<file path="config.mk">
export PLATFORM = sky130hd
export DESIGN_NAME = chan_counter_bank
export DESIGN_NICKNAME = d
export VERILOG_FILES = /design/src/rtl/chan_counter_bank_pkg.sv /design/src/rtl/chan_counter_bank_core.sv /design/src/rtl/chan_counter_bank.sv
export SDC_FILE = /design/constraint.sdc
export NUM_CORES = 1
export LEC_CHECK = 0
export ABC_AREA = 1
export CAP_MARGIN = 20
export CELL_PAD_IN_SITES_DETAIL_PLACEMENT = 1
export CELL_PAD_IN_SITES_GLOBAL_PLACEMENT = 2
export CORE_ASPECT_RATIO = 0.7
export CORE_MARGIN = 4
export CORE_UTILIZATION = 30
export CTS_CLUSTER_SIZE = 24
export DETAILED_ROUTE_END_ITERATION = 12
export PLACE_DENSITY = 0.85
export SLEW_MARGIN = 20
export SYNTH_ARGS = -nofsm -noshare
export SYNTH_HDL_FRONTEND = slang
export SYNTH_SLANG_ARGS = --single-unit
</file>
<file path="constraint.sdc">
create_clock -name clk -period 2.6 [get_ports clk]
set_clock_uncertainty 0.2 [all_clocks]
set_input_delay 0.78 -clock clk [delete_from_list [all_inputs] [get_ports clk]]
set_output_delay 0.78 -clock clk [all_outputs]
set_load 0.05 [all_outputs]
</file>
<file path="src/rtl/chan_counter_bank_pkg.sv">
// Shared encodings for the channel counter bank: counting modes,
// per-channel FSM states and ping-pong direction.
package chan_counter_bank_pkg;

  typedef enum logic [1:0] {
    MODE_WRAP     = 2'b00,
    MODE_RELOAD   = 2'b01,
    MODE_ONESHOT  = 2'b10,
    MODE_PINGPONG = 2'b11
  } mode_e;

  typedef enum logic [1:0] {
    ST_IDLE = 2'b00,
    ST_RUN  = 2'b01,
    ST_DONE = 2'b10
  } state_e;

  typedef enum logic {
    DIR_UP   = 1'b0,
    DIR_DOWN = 1'b1
  } dir_e;

endpackage

</file>
<file path="src/rtl/chan_counter_bank_core.sv">
// One counter channel: mode/limit config, count FSM, registered tc pulse
// and sticky irq flag.
module chan_counter_core
  import chan_counter_bank_pkg::*;
#(
  parameter int WIDTH = 8
) (
  input  logic             clk,
  input  logic             rst_n,
  input  logic             en_i,
  input  logic             cfg_we_i,
  input  logic [1:0]       cfg_mode_i,
  input  logic [WIDTH-1:0] cfg_limit_i,
  input  logic             load_i,
  input  logic [WIDTH-1:0] load_val_i,
  input  logic             irq_ack_i,
  output logic [WIDTH-1:0] count_o,
  output logic             tc_o,
  output logic             irq_pend_o,
  output state_e           state_o
);

  mode_e            mode_q, mode_d;
  state_e           state_q, state_d;
  dir_e             dir_q, dir_d;
  logic [WIDTH-1:0] count_q, count_d;
  logic [WIDTH-1:0] limit_q, limit_d;
  logic [WIDTH-1:0] eff_limit;
  logic             tc_q, tc_d;
  logic             irq_pend_q, irq_pend_d;
  logic             do_step;

  always_comb begin
    mode_d     = mode_q;
    limit_d    = limit_q;
    dir_d      = dir_q;
    count_d    = count_q;
    state_d    = state_q;
    tc_d       = 1'b0;
    eff_limit  = cfg_we_i ? cfg_limit_i : limit_q;
    do_step    = en_i && !cfg_we_i && !load_i && (state_q != ST_DONE);
    // tc_q is the visible pulse, so an ack in that same cycle cannot win.
    irq_pend_d = (irq_pend_q & ~irq_ack_i) | tc_q;

    if (cfg_we_i) begin
      mode_d  = mode_e'(cfg_mode_i);
      limit_d = cfg_limit_i;
      dir_d   = DIR_UP;
      if (count_q > cfg_limit_i) count_d = cfg_limit_i;
    end
    // Load clamps against the limit that is in force after any same-cycle write.
    if (load_i) count_d = (load_val_i > eff_limit) ? eff_limit : load_val_i;

    if (cfg_we_i || load_i) begin
      state_d = (state_q == ST_DONE || !en_i) ? ST_IDLE : ST_RUN;
    end else if (state_q != ST_DONE) begin
      state_d = en_i ? ST_RUN : ST_IDLE;
    end

    if (do_step) begin
      case (mode_q)
        MODE_WRAP: begin
          if (count_q == limit_q) begin
            count_d = '0;
            tc_d    = 1'b1;
          end else begin
            count_d = count_q + 1'b1;
          end
        end
        MODE_RELOAD: begin
          if (count_q == '0) begin
            count_d = limit_q;
            tc_d    = 1'b1;
          end else begin
            count_d = count_q - 1'b1;
          end
        end
        MODE_ONESHOT: begin
          if (count_q >= limit_q) begin
            tc_d    = 1'b1;
            state_d = ST_DONE;
          end else begin
            count_d = count_q + 1'b1;
            if (count_q == limit_q - 1'b1) begin
              tc_d    = 1'b1;
              state_d = ST_DONE;
            end
          end
        end
        MODE_PINGPONG: begin
          if (limit_q == '0) begin
            tc_d = 1'b1;
          end else if (dir_q == DIR_UP) begin
            if (count_q >= limit_q) begin
              count_d = count_q - 1'b1;
              dir_d   = DIR_DOWN;
            end else begin
              count_d = count_q + 1'b1;
              tc_d    = (count_q == limit_q - 1'b1);
            end
          end else begin
            if (count_q == '0) begin
              count_d = count_q + 1'b1;
              dir_d   = DIR_UP;
              tc_d    = (limit_q == WIDTH'(1));
            end else begin
              count_d = count_q - 1'b1;
            end
          end
        end
        default: count_d = count_q;
      endcase
    end
  end

  always_ff @(posedge clk or negedge rst_n) begin
    if (!rst_n) begin
      mode_q     <= MODE_WRAP;
      limit_q    <= '1;
      dir_q      <= DIR_UP;
      count_q    <= '0;
      state_q    <= ST_IDLE;
      tc_q       <= 1'b0;
      irq_pend_q <= 1'b0;
    end else begin
      mode_q     <= mode_d;
      limit_q    <= limit_d;
      dir_q      <= dir_d;
      count_q    <= count_d;
      state_q    <= state_d;
      tc_q       <= tc_d;
      irq_pend_q <= irq_pend_d;
    end
  end

  assign count_o    = count_q;
  assign tc_o       = tc_q;
  assign irq_pend_o = irq_pend_q;
  assign state_o    = state_q;

endmodule

</file>
<file path="src/rtl/chan_counter_bank.sv">
// Bank of independent counter channels: channel-select decode, count
// packing, irq reduction and per-channel FSM state export.
module chan_counter_bank
  import chan_counter_bank_pkg::*;
#(
  parameter int WIDTH    = 8,
  parameter int CHANNELS = 4,
  parameter int CH_BITS  = 2
) (
  input  logic                      clk,
  input  logic                      rst_n,
  input  logic [CHANNELS-1:0]       en,
  input  logic                      cfg_we,
  input  logic [CH_BITS-1:0]        cfg_ch,
  input  logic [1:0]                cfg_mode,
  input  logic [WIDTH-1:0]          cfg_limit,
  input  logic                      load,
  input  logic [WIDTH-1:0]          load_val,
  input  logic [CHANNELS-1:0]       irq_ack,
  output logic [CHANNELS*WIDTH-1:0] count,
  output logic [CHANNELS-1:0]       tc,
  output logic [CHANNELS-1:0]       irq_pend,
  output logic                      irq,
  output logic [2*CHANNELS-1:0]     state_dbg
);

  for (genvar i = 0; i < CHANNELS; i++) begin : g_ch
    logic   sel;
    state_e ch_state;

    // Out-of-range channel numbers match no instance and are dropped.
    assign sel = (cfg_ch == CH_BITS'(i));

    chan_counter_core #(.WIDTH(WIDTH)) u_core (
      .clk        (clk),
      .rst_n      (rst_n),
      .en_i       (en[i]),
      .cfg_we_i   (cfg_we & sel),
      .cfg_mode_i (cfg_mode),
      .cfg_limit_i(cfg_limit),
      .load_i     (load & sel),
      .load_val_i (load_val),
      .irq_ack_i  (irq_ack[i]),
      .count_o    (count[i*WIDTH +: WIDTH]),
      .tc_o       (tc[i]),
      .irq_pend_o (irq_pend[i]),
      .state_o    (ch_state)
    );

    assign state_dbg[2*i +: 2] = ch_state;
  end

  assign irq = |irq_pend;

endmodule

</file>
# ---- After elaboration in Yosys (flattened, before gate mapping)
# Index checks and enable logic that the tools add are counted.
dict set report word_totals {
  ff_bits 92
  elab_cells 309
  input_bits 32
  out_inout_bits 49
}
dict set report classes {
  bitwise 20
  n_mux 156
  reduce_logical 46
  n_eq_ne 35
  n_addsub 12
  magnitude_cmp 12
}
# operator n
set op_table {}
lappend op_table {{two-way mux 8 bit} 52}
lappend op_table {{case mux 8 bit (4 select lines)} 4}
lappend op_table {{two-way mux 1 bit} 72}
lappend op_table {{equality test 8 bit} 8}
lappend op_table {{greater-than comparator 8 bit} 8}
lappend op_table {{zero test 8 bit} 8}
lappend op_table {{subtractor 8 x 1 -> 8 bit (second input constant)} 8}
lappend op_table {{two-way mux 2 bit} 24}
lappend op_table {{adder 8 x 1 -> 8 bit (second input constant)} 4}
lappend op_table {{equality test 8 x 1 -> 1 bit (second input constant)} 4}
lappend op_table {{>= comparator 8 bit} 4}
lappend op_table {{equality test 2 bit (second input constant)} 14}
lappend op_table {{case mux 1 bit (4 select lines)} 4}
lappend op_table {{bitwise AND 1 bit} 12}
lappend op_table {{logical AND 1 bit} 12}
lappend op_table {{zero test 1 bit} 12}
lappend op_table {{equality test 2 x 1 -> 1 bit (second input constant)} 5}
lappend op_table {{zero test 2 bit} 5}
lappend op_table {{logical OR 1 bit} 8}
lappend op_table {{!= test 2 bit (second input constant)} 4}
lappend op_table {{NOT 1 bit} 4}
lappend op_table {{OR 1 bit} 4}
lappend op_table {{OR reduction 4 bit} 1}

# ---- Logic depth before layout (Yosys ltp)
# Gate-level depths: netlist of the first run.
dict set report depth {
  ltp_word 9
  mapped_depth 24
  mapped_depth_nobuf 21
}

# ---- Modules after synthesis
# A second synthesis of the first run with hierarchy kept.
dict set report hier_totals {
  cells_unflattened 2125
  area_unflattened_um2 12804.8
}
# module seq_area_each_um2 cells_each area_each_um2 n_inst
set by_module_without_submodules {}
lappend by_module_without_submodules {{chan_counter_core (g_ch[1].u_core ...)} 585.6 529 3133.0 2}
lappend by_module_without_submodules {{chan_counter_core (g_ch[3].u_core)} 585.6 525 3244.4 1}
lappend by_module_without_submodules {{chan_counter_core (g_ch[0].u_core)} 585.6 523 3223.1 1}
lappend by_module_without_submodules {chan_counter_bank 0.0 19 71.3 1}

# ---- Worst setup path after synthesis of the first run
# Ideal clock, no wire load.
dict set report synth_timing {
  kind {in2reg}
  start {input cfg_ch[1]}
  end {register g_ch[3].u_core.count_q[7]}
  setup_ps 113
  slack_ps -798
  path_buffers 3
  t_required_ps 2287
  stages 22
  arrival_ps 3085
  path_cell_list {buf_4 nand3_2 buf_6 clkbuf_1 nand2_1 o21ai_0 inv_1 ha_1 nand2_1 nor2_1 a211oi_1 nand2_4 nand2_4 nand2_1 nand3_1 nand2_1 nand2_1 nand2_1 inv_1 nand3_1 nand2_1 inv_1}
}
dict set report synth_via {
  elab_chain_cells 9
  word_cells_on_any_way 17
  cone_classes {1 x order compare; 1 x eq/ne; 8 x mux; 2 x bitwise; 5 x reduce/logical}
}
# element line
set synth_rtl {}
lappend synth_rtl {{start: declaration} chan_counter_bank.sv:14} ;# input logic [CH_BITS-1:0] cfg_ch,
lappend synth_rtl {{equality test 2 bit (*)} chan_counter_bank.sv:32} ;# assign sel = (cfg_ch == CH_BITS'(i));
lappend synth_rtl {{bitwise AND 1 bit (*)} chan_counter_bank.sv:38} ;# .cfg_we_i (cfg_we & sel),
lappend synth_rtl {{two-way mux 8 bit (*)} -}
lappend synth_rtl {{named net g_ch[3].u_core.eff_limit[6]} chan_counter_bank_core.sv:28} ;# logic [WIDTH-1:0] eff_limit;
lappend synth_rtl {{greater-than comparator 8 bit (*)} chan_counter_bank_core.sv:52} ;# if (load_i) count_d = (load_val_i > eff_limit) ? eff_limit : load_val_i;
lappend synth_rtl {{two-way mux 8 bit (*) (2 in a row)} chan_counter_bank_core.sv:52}
lappend synth_rtl {{two-way mux 8 bit (on tied branches)} {chan_counter_bank_core.sv:91, chan_counter_bank_core.sv:79}}
lappend synth_rtl {{case mux 8 bit (4 select lines)} chan_counter_bank_core.sv:61} ;# case (mode_q)
lappend synth_rtl {{two-way mux 8 bit (*)} chan_counter_bank_core.sv:60} ;# if (do_step) begin
lappend synth_rtl {{named net g_ch[3].u_core.count_d[7]} chan_counter_bank_core.sv:26} ;# logic [WIDTH-1:0] count_q, count_d;
lappend synth_rtl {{end signal: assignment} chan_counter_bank_core.sv:129} ;# count_q <= count_d;
lappend synth_rtl {{end: declaration} chan_counter_bank_core.sv:26}
# The timed path passes the listed nets; every way through them passes the cells marked *.
# A chain may end at the register's enable or synchronous reset.

# ---- Worst setup path after layout of the first run
dict set report layout_timing {
  start {input cfg_ch[1]}
  end {register g_ch[0].u_core.count_q[1]}
}
dict set report layout_via {
  elab_chain_cells 9
  word_cells_on_any_way 17
  cone_classes {1 x order compare; 8 x mux; 2 x bitwise; 6 x reduce/logical}
}
# element line
set layout_rtl {}
lappend layout_rtl {{zero test 2 bit (*)} chan_counter_bank.sv:32}
lappend layout_rtl {{bitwise AND 1 bit (*)} chan_counter_bank.sv:38}
lappend layout_rtl {{two-way mux 8 bit (*)} -}
lappend layout_rtl {{named net g_ch[0].u_core.eff_limit[3]} chan_counter_bank_core.sv:28}
lappend layout_rtl {{greater-than comparator 8 bit (*)} chan_counter_bank_core.sv:52}
lappend layout_rtl {{two-way mux 8 bit (*) (2 in a row)} chan_counter_bank_core.sv:52}
lappend layout_rtl {{two-way mux 8 bit (on tied branches)} {chan_counter_bank_core.sv:91, chan_counter_bank_core.sv:79}}
lappend layout_rtl {{case mux 8 bit (4 select lines)} chan_counter_bank_core.sv:61}
lappend layout_rtl {{two-way mux 8 bit (*)} chan_counter_bank_core.sv:60}
lappend layout_rtl {{named net g_ch[0].u_core.count_d[1]} chan_counter_bank_core.sv:26}
lappend layout_rtl {{end signal: assignment} chan_counter_bank_core.sv:129}
lappend layout_rtl {{end: declaration} chan_counter_bank_core.sv:26}
# Marked as above.

==> key figures, run 1 <==
Run status
  – Status: complete, but fails checks
  – Violations in the final reports: negative setup slack

Worst setup path
  – CP Capture Type: flip-flop
  – Delay-heaviest family, CP: simple AND/OR/NAND/NOR gates
  – Critical path fanouts, max: 5
  – Slowest CP cell: ha_4
  – Crit path to: g_ch[0].u_core.count_o[1]
  – Worst path most repeated cell: nand2_2
  – R2r setup slk: -0.42 ns
  – CP startpoint: cfg_ch[1]
  – Worst EP required: 2.69 ns
  – Arr. time, crit path: 3.39 ns
  – Crit path buffers/inverters: 5
  – Startpoint types: primary input
  – Worst r2r dst: g_ch[0].u_core.count_o[1]
  – Critical path class: in2reg
  – Crit-path cells: buf_12 -> buf_8 -> nor2_4 -> buf_6 -> nand2_8 -> o21ai_4 -> inv_2 -> ha_4 -> nand2_2 -> nor2_4 -> nand2_1 -> nand2_2 -> nand2_4 -> nand2_8 -> buf_6 -> nand2_2 -> nand3_2 -> nand2_2 -> o21bai_1 -> nand3_1 -> nor2_1 -> nor2_1
  – Worst reg-to-reg path cell count: 18
  – CP Depth: 22
  – Worst r2r src: g_ch[0].u_core.count_o[0]
  – CP max stage delay: ~0.27 ns

Clock network
  – Bufs on Longest Clock Path: 2
  – Register clock-pin slew on the reported worst setup and hold paths: 0.08 ns
  – CTS buffer count: 9
  – Root Buffer: clkbuf_16
  – Cts-stage hold buffer count: 0
  – Clock sink count: 92
  – Clock Latency Late Sink: 0.40 ns
  – CTS tree: done
  – H-tree depth: 3

Detailed routing
  – Iter 0 DRT Violations: 1772
  – Vias: 16900
  – Routed Antenna Nets: 0
  – DRC viols: 0
  – WL final: 73100 µm
  – TritonRoute pass-1 iters: 5
  – WL per Instance: 24.7 µm
  – Via density: 5.72

Power and ir drop
  – Combinational share of power: 80.2%
  – Cell Pwr Density: just over 1000 nW/µm²
  – Reg power frac: between 10 and 15%
  – Net Sw Power: 11.2 mW
  – Clk pwr share: 7.1%
  – P_leak: about 9.6 nW
  – VDD IR max: 0.644 mV
  – Sw Share: approximately 56%
  – Int Power: about 8.9 mW

Yosys
  – Largest family of logic cells by synthesized area: simple AND/OR/NAND/NOR gates
  – Commonest cells in the synthesized netlist: nand2_1, nand3_1, inv_1, nor2_1, ha_1
  – Syn_nets: 2036
  – Synth top area cells: nand2_1, dfrtp_1, nand3_1
  – Syn avg cell area: approximately 6.3 µm²
  – Xor-xnor portion of the synthesized cell area: 6.19%
  – Top_reg_cell synth: dfrtp_1
  – Synth Area in Simple Gates: 36.3%
  – Yosys top cell area share: roughly 14%
  – Top cell type by total area after synthesis: nand2_1
  – FFs w/ async S/R, synth: 100%
  – Synth unique cells: 51
  – Adder-Cell Fraction of Synth Area: approximately 11%
  – Seq/Total Area, Yosys: 19.7%
  – Yosys warns: 0
  – EDFF count, synth: 0
  – Mux share of post-synthesis cell area: 0%
  – Mapped cell area: 11900 µm²
  – FF+latch count, synth: 92
  – Cell with the most instances after synthesis: nand2_1
  – Complex-gate fraction of the synthesized area: 15.3%
  – Synth Instances: ~1900

STA
  – Final setup viols: 37
  – Fin. Hold Viols: 0
  – Fin crit share: 127%
  – Final Slew Violations: 0
  – Slew @ Worst Pin: 0.598 ns
  – Slew headroom: 60.0%
  – Final worst slack: -0.700 ns
  – RSZ-0062 raised after global routing: yes
  – Fmax: just over 300 MHz
  – Period minus WS final: approximately 3.3 ns

Global route
  – Vias in the first global route: 17100
  – Largest net degree at the start of global routing: 40
  – Overflow after GRT: 0
  – GR Util All Layers: 30.0%
  – Initial antenna violation count: 4
  – First-pass GRT wire length: 100000 µm

Floorplanning
  – Ports: 81
  – Core Region: 38700 µm²
  – Starting density of the core: 30.7%
  – Chip Width: 246 µm
  – Row cnt: 60
  – Die Area: 42900 µm²
  – Die height: roughly 170 µm

Finish
  – Area Overhead vs Synth: 66.5%
  – Final net count: ~2600
  – Fillers: 4835
  – Layout cells sized above 1: a little over two fifths
  – Non-filler cells, final: 2965
  – Final Util: 51.1%
  – Design area: 19800 µm²

Placed design
  – GPL Wtd Cong: 0.960
  – Cells after DPL: 2861
  – Input/output buffers: 80
  – Hpwl dp: 49500 µm
  – DP Area: 16500 µm²

Flow run
  – Max cap viols: 0

Hold path
  – Hold Path Class: in2async
worst reg2reg max path: stages (launching register included):
cell and delay [ns]:
dfrtp_2 0.41, inv_1 0.20, buf_4 0.16, ha_1 0.13
inv_1 0.04, a21oi_1 0.21, o21ai_2 0.10, nand2_2 0.08
o211ai_1 0.15, nand2_2 0.17, buf_12 0.12, buf_16 0.12
a21oi_1 0.07, o21ai_1 0.11, nand2_2 0.09, o21bai_1 0.19
nand3_1 0.15, nor2_1 0.13, nor2_1 0.08
placed cells by master (no fill, tap or decap), types with 13 or more instances in the layout:
| cell type | Yosys | routed |
|---|---|---|
| inv_2 | 3 | 40 |
| inv_1 | 262 | 220 |
| dfrtp_1 | 60 | 58 |
| a21oi_1 | 71 | 56 |
| nand3_1 | 273 | 161 |
| nand3_2 | 2 | 85 |
| ha_1 | 108 | 75 |
| nor2_1 | 161 | 137 |
| nand2_1 | 444 | 356 |
| clkdlybuf4s50_1 | 0 | 30 |
| nor2_2 | 4 | 18 |
| o21ai_4 | 0 | 13 |
| buf_12 | 0 | 22 |
| nand4_1 | 26 | 26 |
| o21ai_0 | 98 | 58 |
| nand2_4 | 3 | 26 |
| xor2_1 | 68 | 62 |
| nand2_2 | 11 | 71 |
| xnor2_1 | 16 | 15 |
| o21ai_1 | 9 | 13 |
| buf_6 | 4 | 37 |
| a31oi_1 | 26 | 23 |
| ha_4 | 0 | 30 |
| buf_4 | 10 | 479 |
| o211ai_1 | 52 | 52 |
| o21ai_2 | 1 | 24 |
| nand3_4 | 0 | 31 |
| nor3_1 | 31 | 20 |
| dfstp_2 | 32 | 32 |
through the flow:
stage | worst slack [ns] | power [mW] | TNS (ns) | hold slack (ns)
global placement | -1.41 | 15.2 | -48.00 | 0.264
global route | -0.827 | 21.3 | -20.47 | 0.00523
detailed placement | -1.55 | 15.7 | -53.43 | 0.281
floorplan | -0.547 | 9.94 | -15.99 | 0.244
CTS | -0.532 | 18.1 | -14.03 | 0.00202
finish | -0.700 | 20.1 | -17.13 | 0.00233
layer usage:
layer	GRT usage [%]	share of wire, %	up-vias
li1	-	-	7393
met1	41.3	41	8348
met2	47.0	45	929
met3	6.94	8.9	275
met4	8.76	4.6	2
met5	0	0.016	-
layout make-up:
class / instances / area, µm² / area share, %
repair buffers: 585 / 4940 / 25.0
inverters: 267 / 1030 / 5.20
clock buffers: 11 / 243 / 1.23
flip-flops and latches: 92 / 2340 / 11.9
clock inverters: 5 / 37.5 / 0.190
multi-input cells: 1477 / 10500 / 53.2
diodes: 1 / 2.50 / 0.0126
well taps: 527 / 659 / 3.33
power by group through the flow:
stage | logic, mW | registers, mW | clock network, mW
after global placement | 12.7 | 2.49 | 0
after floorplan | 6.50 | 3.43 | 0
after CTS | 14.2 | 2.50 | 1.44
final | 16.1 | 2.56 | 1.43
after global routing | 17.2 | 2.59 | 1.48
after detailed placement | 13.2 | 2.49 | 0
registers in the layout, summed over array words and instances (netlist names):
name,cells
g_ch.u_core.count_o,32
g_ch.u_core.dir_q,4
g_ch.u_core.irq_pend_o,4
g_ch.u_core.limit_q,32
g_ch.u_core.mode_q,8
g_ch.u_core.state_o,8
g_ch.u_core.tc_o,4
cells by family after synthesis:
logic type      Yosys count
simple gates            978
buf+inv                 331
flops                    92
xor+xnor                 84
compound gates          303
fa+ha+maj               108
how the worst min path moves through the flow:
stage | startpoint | endpoint | slack [ns]
after floorplan | g_ch[0].u_core.tc_o | g_ch[0].u_core.irq_pend_o | 0.24
after global placement | g_ch[2].u_core.tc_o | g_ch[2].u_core.irq_pend_o | 0.26
after detailed placement | g_ch[0].u_core.tc_o | g_ch[0].u_core.irq_pend_o | 0.28
after CTS | rst_n | g_ch[2].u_core.state_o[1] | 0.002
after global routing | rst_n | g_ch[2].u_core.state_o[1] | 0.005
final | rst_n | g_ch[2].u_core.count_o[1] | 0.002
timing repair:
item                       4_1_cts  5_1_grt
pin swaps                       96      152
setup endpoints to repair       47       44
setup buffers                   44       42
cloned                           7        0
resized for setup              293      299
Note: power is estimated with default switching activity, not from simulation.
==> run 2, diff against run 1 <==
- ABC_AREA: 1 -> unset
- CORE_UTILIZATION: 30 -> 33
- PLACE_DENSITY: 0.85 -> 0.86
==> run 2 against run 1 <==
  * The run still ends with negative setup slack left
  * First-iteration DRC count shrank 3.8%
  * Routed wire length grew 2.3%
  * Worst hold slack gained 0.22 ns
  * Utilization grew 4.9 points
  * Combinational power grew 12%
  * Critical path depth shrank 6
  * Clock power grew 15%
==> key figures, run 2 <==
Run status
  – Status: complete, but fails checks
  – Violations in the final reports: negative setup slack

Floorplanning
  – Die height: 165 µm (-5.7%)
  – Chip Width: 232 µm (-5.8%)
  – Starting density of the core: 33.4% (+2.7 points)
  – Core Region: 34600 µm² (-11%)
  – Ports: 81 (unchanged)
  – Die Area: 38100 µm² (-11%)
  – Row cnt: 57 (-5.0%)

Yosys
  – EDFF count, synth: 0 (unchanged)
  – Synth top area cells: dfrtp_1, ha_1, dfstp_2
  – FFs w/ async S/R, synth: 100% (unchanged)
  – Mapped cell area: 11600 µm² (-2.8%)
  – Seq/Total Area, Yosys: 20.3% (+0.56 points)
  – Top_reg_cell synth: dfrtp_1
  – Syn avg cell area: 7.78 µm² (+24%)
  – Top cell type by total area after synthesis: dfrtp_1
  – Yosys warns: 0 (unchanged)
  – Commonest cells in the synthesized netlist: nand2_1, a21oi_1, nor2_1, ha_1, o21ai_0
  – Synth Instances: 1485 (-22%)
  – Synth unique cells: 90 (+76%)
  – Syn_nets: 1625 (-20%)
  – Cell with the most instances after synthesis: nand2_1
  – Yosys top cell area share: 13.0% (-1.0 points)
  – FF+latch count, synth: 92 (unchanged)

Finish
  – Commonest non-fill, non-tap cell in the layout: buf_4
  – Non-filler cells, final: 2506 (-15%)
  – Layout cells sized above 1: 47.2% (+5.0 points)
  – Most frequent cells in the layout: buf_4, nor2_1, nand2_1, a21oi_1, ha_1
  – Diodes inserted: 0 (-1)
  – Area Overhead vs Synth: 67.6%
  – Final net count: 2169 (-16%)
  – Design area: 19400 µm² (-2.1%)

Power and ir drop
  – Post-route total power: 22.1 mW (+10%)
  – Cell Pwr Density: 1140 nW/µm² (+13%)
  – Clk pwr share: 7.4% (+0.3 points)
  – VDD IR max: 0.879 mV (+36%)
  – Reg power frac: 11.5% (-1.2 points)
  – Sw Share: 52.5% (-3.3 points)
  – Combinational share of power: 81.1% (+0.9 points)
  – Int Power: 10.5 mW (+18%)
  – P_leak: 8.52 nW (-12%)
  – Net Sw Power: 11.6 mW (+3.7%)

Worst setup path
  – Crit-path cells: buf_8 -> buf_6 -> nor3b_4 -> buf_12 -> buf_4 -> buf_4 -> o21ai_0 -> ha_1 -> o21ai_0 -> nor4bb_2 -> buf_4 -> nor3_4 -> buf_12 -> mux2i_2 -> mux2_4 -> a21oi_4
  – Worst reg-to-reg path cell count: 11 (-7)
  – Critical path fanouts, max: 7 (+2)
  – Critical path class: in2reg
  – CP startpoint: cfg_ch[1]
  – Slowest CP cell: ha_1
  – CP Capture Type: flip-flop
  – Worst r2r src: g_ch[3].u_core.limit_q[5]
  – Arr. time, crit path: 3.92 ns (+0.53 ns)
  – CP max stage delay: 0.37 ns (+0.10 ns)
  – CP Depth: 16 (-27%)
  – Crit path buffers/inverters: 7 (+2)
  – Startpoint types: primary input
  – Worst EP required: 2.73 ns (+0.04 ns)
  – Worst path most repeated cell: buf_4
  – Delay-heaviest family, CP: buffers and inverters

Placed design
  – DP Area: 16400 µm² (-0.36%)
  – Input/output buffers: 80 (unchanged)
  – Cells after DPL: 2385 (-17%)
  – GPL Wtd Cong: 1.01 (+5.6%)
  – Hpwl dp: 45600 µm (-8.0%)

Detailed routing
  – Via density: 6.43 (+12%)
  – Iter 0 DRT Violations: 1705 (-3.8%)
  – Vias: 16100 (-5.0%)
  – WL final: 74800 µm (+2.3%)
  – TritonRoute pass-1 iters: 7 (+2)
  – Routed Antenna Nets: 0 (unchanged)
  – WL per Instance: 29.8 µm (+21%)
  – DRC viols: 0 (unchanged)

STA
  – RSZ-0062 raised after global routing: yes
  – Period minus WS final: 3.79 ns (+0.492 ns)
  – Fin. Hold Viols: 0 (unchanged)
  – Final worst slack: -1.19 ns (-0.492 ns)
  – Final Slew Violations: 0 (unchanged)
  – Slew @ Worst Pin: 0.913 ns (+0.315 ns)
  – Final setup viols: 45 (+22%)
  – Slew headroom: 38.5% (-22 points)
  – Fmax: 264 MHz (-13%)
  – Fin crit share: 146% (+19 points)

Global route
  – First-pass GRT wire length: 102000 µm (+1.5%)
  – Initial antenna violation count: 2 (-2)
  – Overflow after GRT: 0 (unchanged)
  – Largest net degree at the start of global routing: 93 (+130%)
  – GR Util All Layers: 34.9% (+4.9 points)
  – Vias in the first global route: 16400 (-4.2%)

Clock network
  – CTS tree: done
  – CTS buffer count: 9 (unchanged)
  – Root Buffer: clkbuf_16
  – Register clock-pin slew on the reported worst setup and hold paths: 0.08 ns (about the same)
  – Clock Latency Late Sink: 0.41 ns (about the same)
  – Clock sink count: 92 (unchanged)
  – H-tree depth: 3 (unchanged)
  – Bufs on Longest Clock Path: 2 (unchanged)
  – Cts-stage hold buffer count: 0 (unchanged)

Flow run
  – Max cap viols: 0 (unchanged)

Hold path
  – Hold Path Class: in2async
[run 2: final cells by class]
cell class | instances | area (µm²)
flip-flops and latches | 92 | 2360
multi-input cells | 1207 | 10300
clock buffers | 12 | 256
well taps | 472 | 591
inverters | 87 | 363
clock inverters | 4 | 72.6
fillers | 3972 | 15200
repair buffers | 632 | 5420
[run 2: per-layer routing]
layer | vias up | part of all wire (%) | track usage [%]
li1 | 6593 | - | -
met1 | 7856 | 38 | 42.8
met2 | 1206 | 45 | 56.9
met3 | 443 | 10 | 9.43
met4 | 6 | 7.6 | 17.1
met5 | - | 0.18 | 2.08
[run 2: stage by stage]
stage          hold slack (ns)  utilization [%]  setup TNS [ns]  worst slack, ns
2_1_floorplan            0.229                -          -29.34            -1.21
3_3_place_gp             0.239             47.5          -56.05            -1.67
3_5_place_dp             0.248             47.5          -62.87            -1.87
4_1_cts                  0.262             53.2          -25.87           -0.899
5_1_grt                  0.278             56.0          -35.87            -1.19
6_report                 0.224             56.0          -34.18            -1.19
[run 2: timing repair]
| item | in CTS | in global routing |
|---|---|---|
| resized for setup | 281 | 149 |
| cloned | 2 | 0 |
| hold endpoints to repair | 0 | 0 |
| setup buffers | 64 | 51 |
| pin swaps | 107 | 101 |
| endpoints found under the setup margin | 48 | 50 |
[run 2: worst paths after layout]
| path | slack (ns) | to |
|---|---|---|
| setup / recovery | -1.19 | g_ch[0].u_core.count_o[7] |
| hold / removal | 0.22 | g_ch[3].u_core.irq_pend_o |
| setup reg to reg | -1.13 | g_ch[3].u_core.count_o[5] |
| hold reg to reg | 0.26 | g_ch[1].u_core.irq_pend_o |
| max in group asynchronous | 1.43 | g_ch[0].u_core.count_o[5] |
| min in group clk | 0.26 | g_ch[1].u_core.irq_pend_o |
[run 2: kinds of logic (layout without fill, tap and decap cells)]
family	Yosys count	in the layout	share of synthesized area, %
adders and majority gates	110	110	11.9
AOI/OAI and AO/OA	465	465	26.6
xor gates and xnor gates	91	91	6.90
muxes	80	80	7.38
buffers and inverters	186	735	6.47
DFF	92	92	20.3
and+or+nand+nor	461	461	20.5
[run 2: power groups by stage]
| stage | sequential, mW | combinational (mW) | clock (mW) |
|---|---|---|---|
| global route | 2.58 | 18.8 | 1.68 |
| finish | 2.54 | 18.0 | 1.64 |
| CTS | 2.47 | 15.8 | 1.59 |
| floorplan | 3.35 | 7.50 | 0 |
| global placement | 2.42 | 13.9 | 0 |
| detailed placement | 2.45 | 14.5 | 0 |
==> run 3, diff against run 2 <==
- CORE_MARGIN: 4 -> unset
==> run 3 against run 2 <==
  * The run still ends with negative setup slack left
  * Non-clock buffer count down 47
  * Routed wire length down 4.5%
  * Worst hold slack got worse by 0.10 ns
  * Cell area fell by 2.5%
  * Setup slack got worse by 0.12 ns
  * Final cell count is 2.1% lower
  * Count of clock-buffer cells in the layout is 1 lower
  * Maximum frequency down 2.9%
  * Die area shrank 6.1%
  * Utilization is 0.45 points lower
==> key figures, run 3 (synthesized netlist as in run 2, its figures left out) <==
Run status
  – Status: complete, but fails checks
  – Violations in the final reports: negative setup slack

Clock network
  – Cts-stage hold buffer count: 0 (unchanged)
  – CTS buffer count: 9 (unchanged)
  – Clock sink count: 92 (unchanged)
  – Clock Latency Late Sink: 0.39 ns (-0.02 ns)
  – Bufs on Longest Clock Path: 2 (unchanged)
  – CTS tree: done
  – H-tree depth: 3 (unchanged)
  – Register clock-pin slew on the reported worst setup and hold paths: 0.07 ns (about the same)
  – Root Buffer: clkbuf_16

Finish
  – Layout cells sized above 1: 45.6% (-1.6 points)
  – Area Overhead vs Synth: 63.4%
  – Final Util: 55.5% (-0.45 points)
  – Final net count: 2123 (-2.1%)
  – Most frequent cells in the layout: buf_4, nand2_1, nor2_1, a21oi_1, ha_1
  – Commonest non-fill, non-tap cell in the layout: buf_4

STA
  – Fin crit share: 150% (+4.4 points)
  – Slew @ Worst Pin: 1.04 ns (+0.128 ns)
  – Fin. Hold Viols: 0 (unchanged)
  – Slew headroom: 30.1% (-8.3 points)
  – Final setup viols: 46 (+2.2%)
  – Hold Slack: 0.121 ns (-0.103 ns)
  – Final worst slack: -1.31 ns (-0.115 ns)
  – RSZ-0062 raised after global routing: yes
  – Period minus WS final: 3.91 ns (+0.115 ns)
  – Final Slew Violations: 0 (unchanged)
  – Fmax: 256 MHz (-2.9%)

Worst setup path
  – Critical path class: in2reg
  – Worst reg-to-reg path cell count: 14 (+3)
  – Worst r2r dst: g_ch[0].u_core.count_o[6]
  – Worst EP required: 2.66 ns (-0.07 ns)
  – Critical path fanouts, max: 6 (-1)
  – R2r setup slk: -0.98 ns (+0.15 ns)
  – CP startpoint: cfg_ch[0]
  – CP Capture Type: flip-flop
  – Crit path to: g_ch[0].u_core.count_o[6]
  – Arr. time, crit path: 3.97 ns (+0.05 ns)
  – Startpoint types: primary input
  – Worst r2r src: g_ch[0].u_core.limit_q[6]

Global route
  – Vias in the first global route: 16100 (-1.7%)
  – Largest net degree at the start of global routing: 38 (-59%)
  – GR Util All Layers: 36.0% (+1.0 points)
  – Initial antenna violation count: 1 (-1)
  – Overflow after GRT: 0 (unchanged)
  – First-pass GRT wire length: 96600 µm (-5.0%)

Floorplanning
  – Starting density of the core: 34.0% (+0.60 points)
  – Die height: 159 µm (-3.6%)
  – Row cnt: 56 (-1.8%)
  – Chip Width: 226 µm (-2.6%)
  – Core Region: 34000 µm² (-1.8%)
  – Die Area: 35800 µm² (-6.1%)
  – Ports: 81 (unchanged)

Detailed routing
  – Routed Antenna Nets: 0 (unchanged)
  – TritonRoute pass-1 iters: 6 (-1)
  – Vias: 15800 (-1.7%)
  – Via density: 6.45 (+0.40%)
  – DRC viols: 0 (unchanged)
  – Iter 0 DRT Violations: 1555 (-8.8%)
  – WL per Instance: 29.1 µm (-2.4%)
  – WL final: 71400 µm (-4.5%)

Placed design
  – Hpwl dp: 44900 µm (-1.5%)
  – Place WS: -1.78 ns (+0.0862 ns)
  – GPL Wtd Cong: 1.01 (-0.69%)
  – Input/output buffers: 80 (unchanged)

Flow run
  – Max cap viols: 0 (unchanged)

Power and ir drop
  – VDD IR max: 0.774 mV (-12%)
  – Cell Pwr Density: 1140 nW/µm² (-0.21%)
  – P_leak: 8.24 nW (-3.3%)

Hold path
  – Hold Path Class: in2async
==> run 3: stage by stage <==
stage	std cells	power (mW)	instance area (µm²)	TNS, ns
after detailed placement	2358	16.8	16300	-60.11
after global placement	2358	16.1	16300	-53.86
after floorplan	1485	10.9	12100	-29.34
after CTS	2417	19.2	17900	-26.14
final	2453	21.5	18900	-32.87
after global routing	2452	22.3	18900	-34.78
==> run 3: final cells by class <==
class / count / area [µm²]
inverter: 87 / 353
clock inverter: 5 / 60.1
sequential: 92 / 2360
clock buffer: 11 / 243
tap: 464 / 581
fill: 3944 / 15100
antenna: 1 / 2.50
multi-input combinational: 1208 / 10300
timing repair buffer: 585 / 5020
==> run 3: report_power, final <==
part	switching (mW)	leakage (nW)	total (mW)	internal [mW]
Combinational	10.1	7.04	17.5	7.38
Sequential	0.632	1.05	2.59	1.95
Clock	0.711	0.146	1.49	0.778
==> run 3: worst min-delay path by stage <==
stage / start / endpoint / slack (ns) / depth (start not counted)
after floorplan: g_ch[0].u_core.tc_o / g_ch[0].u_core.irq_pend_o / 0.23 / 1
after global placement: g_ch[1].u_core.tc_o / g_ch[1].u_core.irq_pend_o / 0.25 / 1
after detailed placement: g_ch[1].u_core.tc_o / g_ch[1].u_core.irq_pend_o / 0.24 / 1
after CTS: rst_n / g_ch[1].u_core.count_o[7] / 0.13 / 1
after global routing: rst_n / g_ch[1].u_core.count_o[7] / 0.14 / 1
final: rst_n / g_ch[1].u_core.count_o[7] / 0.12 / 1
==> run 3: critical path, stage by stage <==
cell and delay (ns):
buf_12 0.11, buf_12 0.12, nor3b_4 0.31, buf_12 0.20
nand2_4 0.07, o21ai_4 0.09, inv_2 0.09, ha_4 0.31
and4_4 0.25, nand2_4 0.07, o311ai_4 0.42, a31oi_4 0.09
nor3_4 0.26, buf_6 0.19, mux2i_2 0.28, mux2_4 0.21
o22ai_2 0.09
==> run 3: per-layer routing <==
| layer | vias to the layer above | GRT usage, % | part of all wire, % |
|---|---|---|---|
| li1 | 6517 | - | - |
| met1 | 7796 | 44.8 | 38 |
| met2 | 1091 | 58.7 | 44 |
| met3 | 421 | 8.10 | 10 |
| met4 | 2 | 18.0 | 7.1 |
| met5 | - | 0 | 0.069 |
==> run 3: what timing repair did <==
action,CTS,global route
setup buffers,40,44
gates resized for setup,231,152
gates cloned,4,0
pin swaps,79,72
endpoints found under the setup margin,48,47
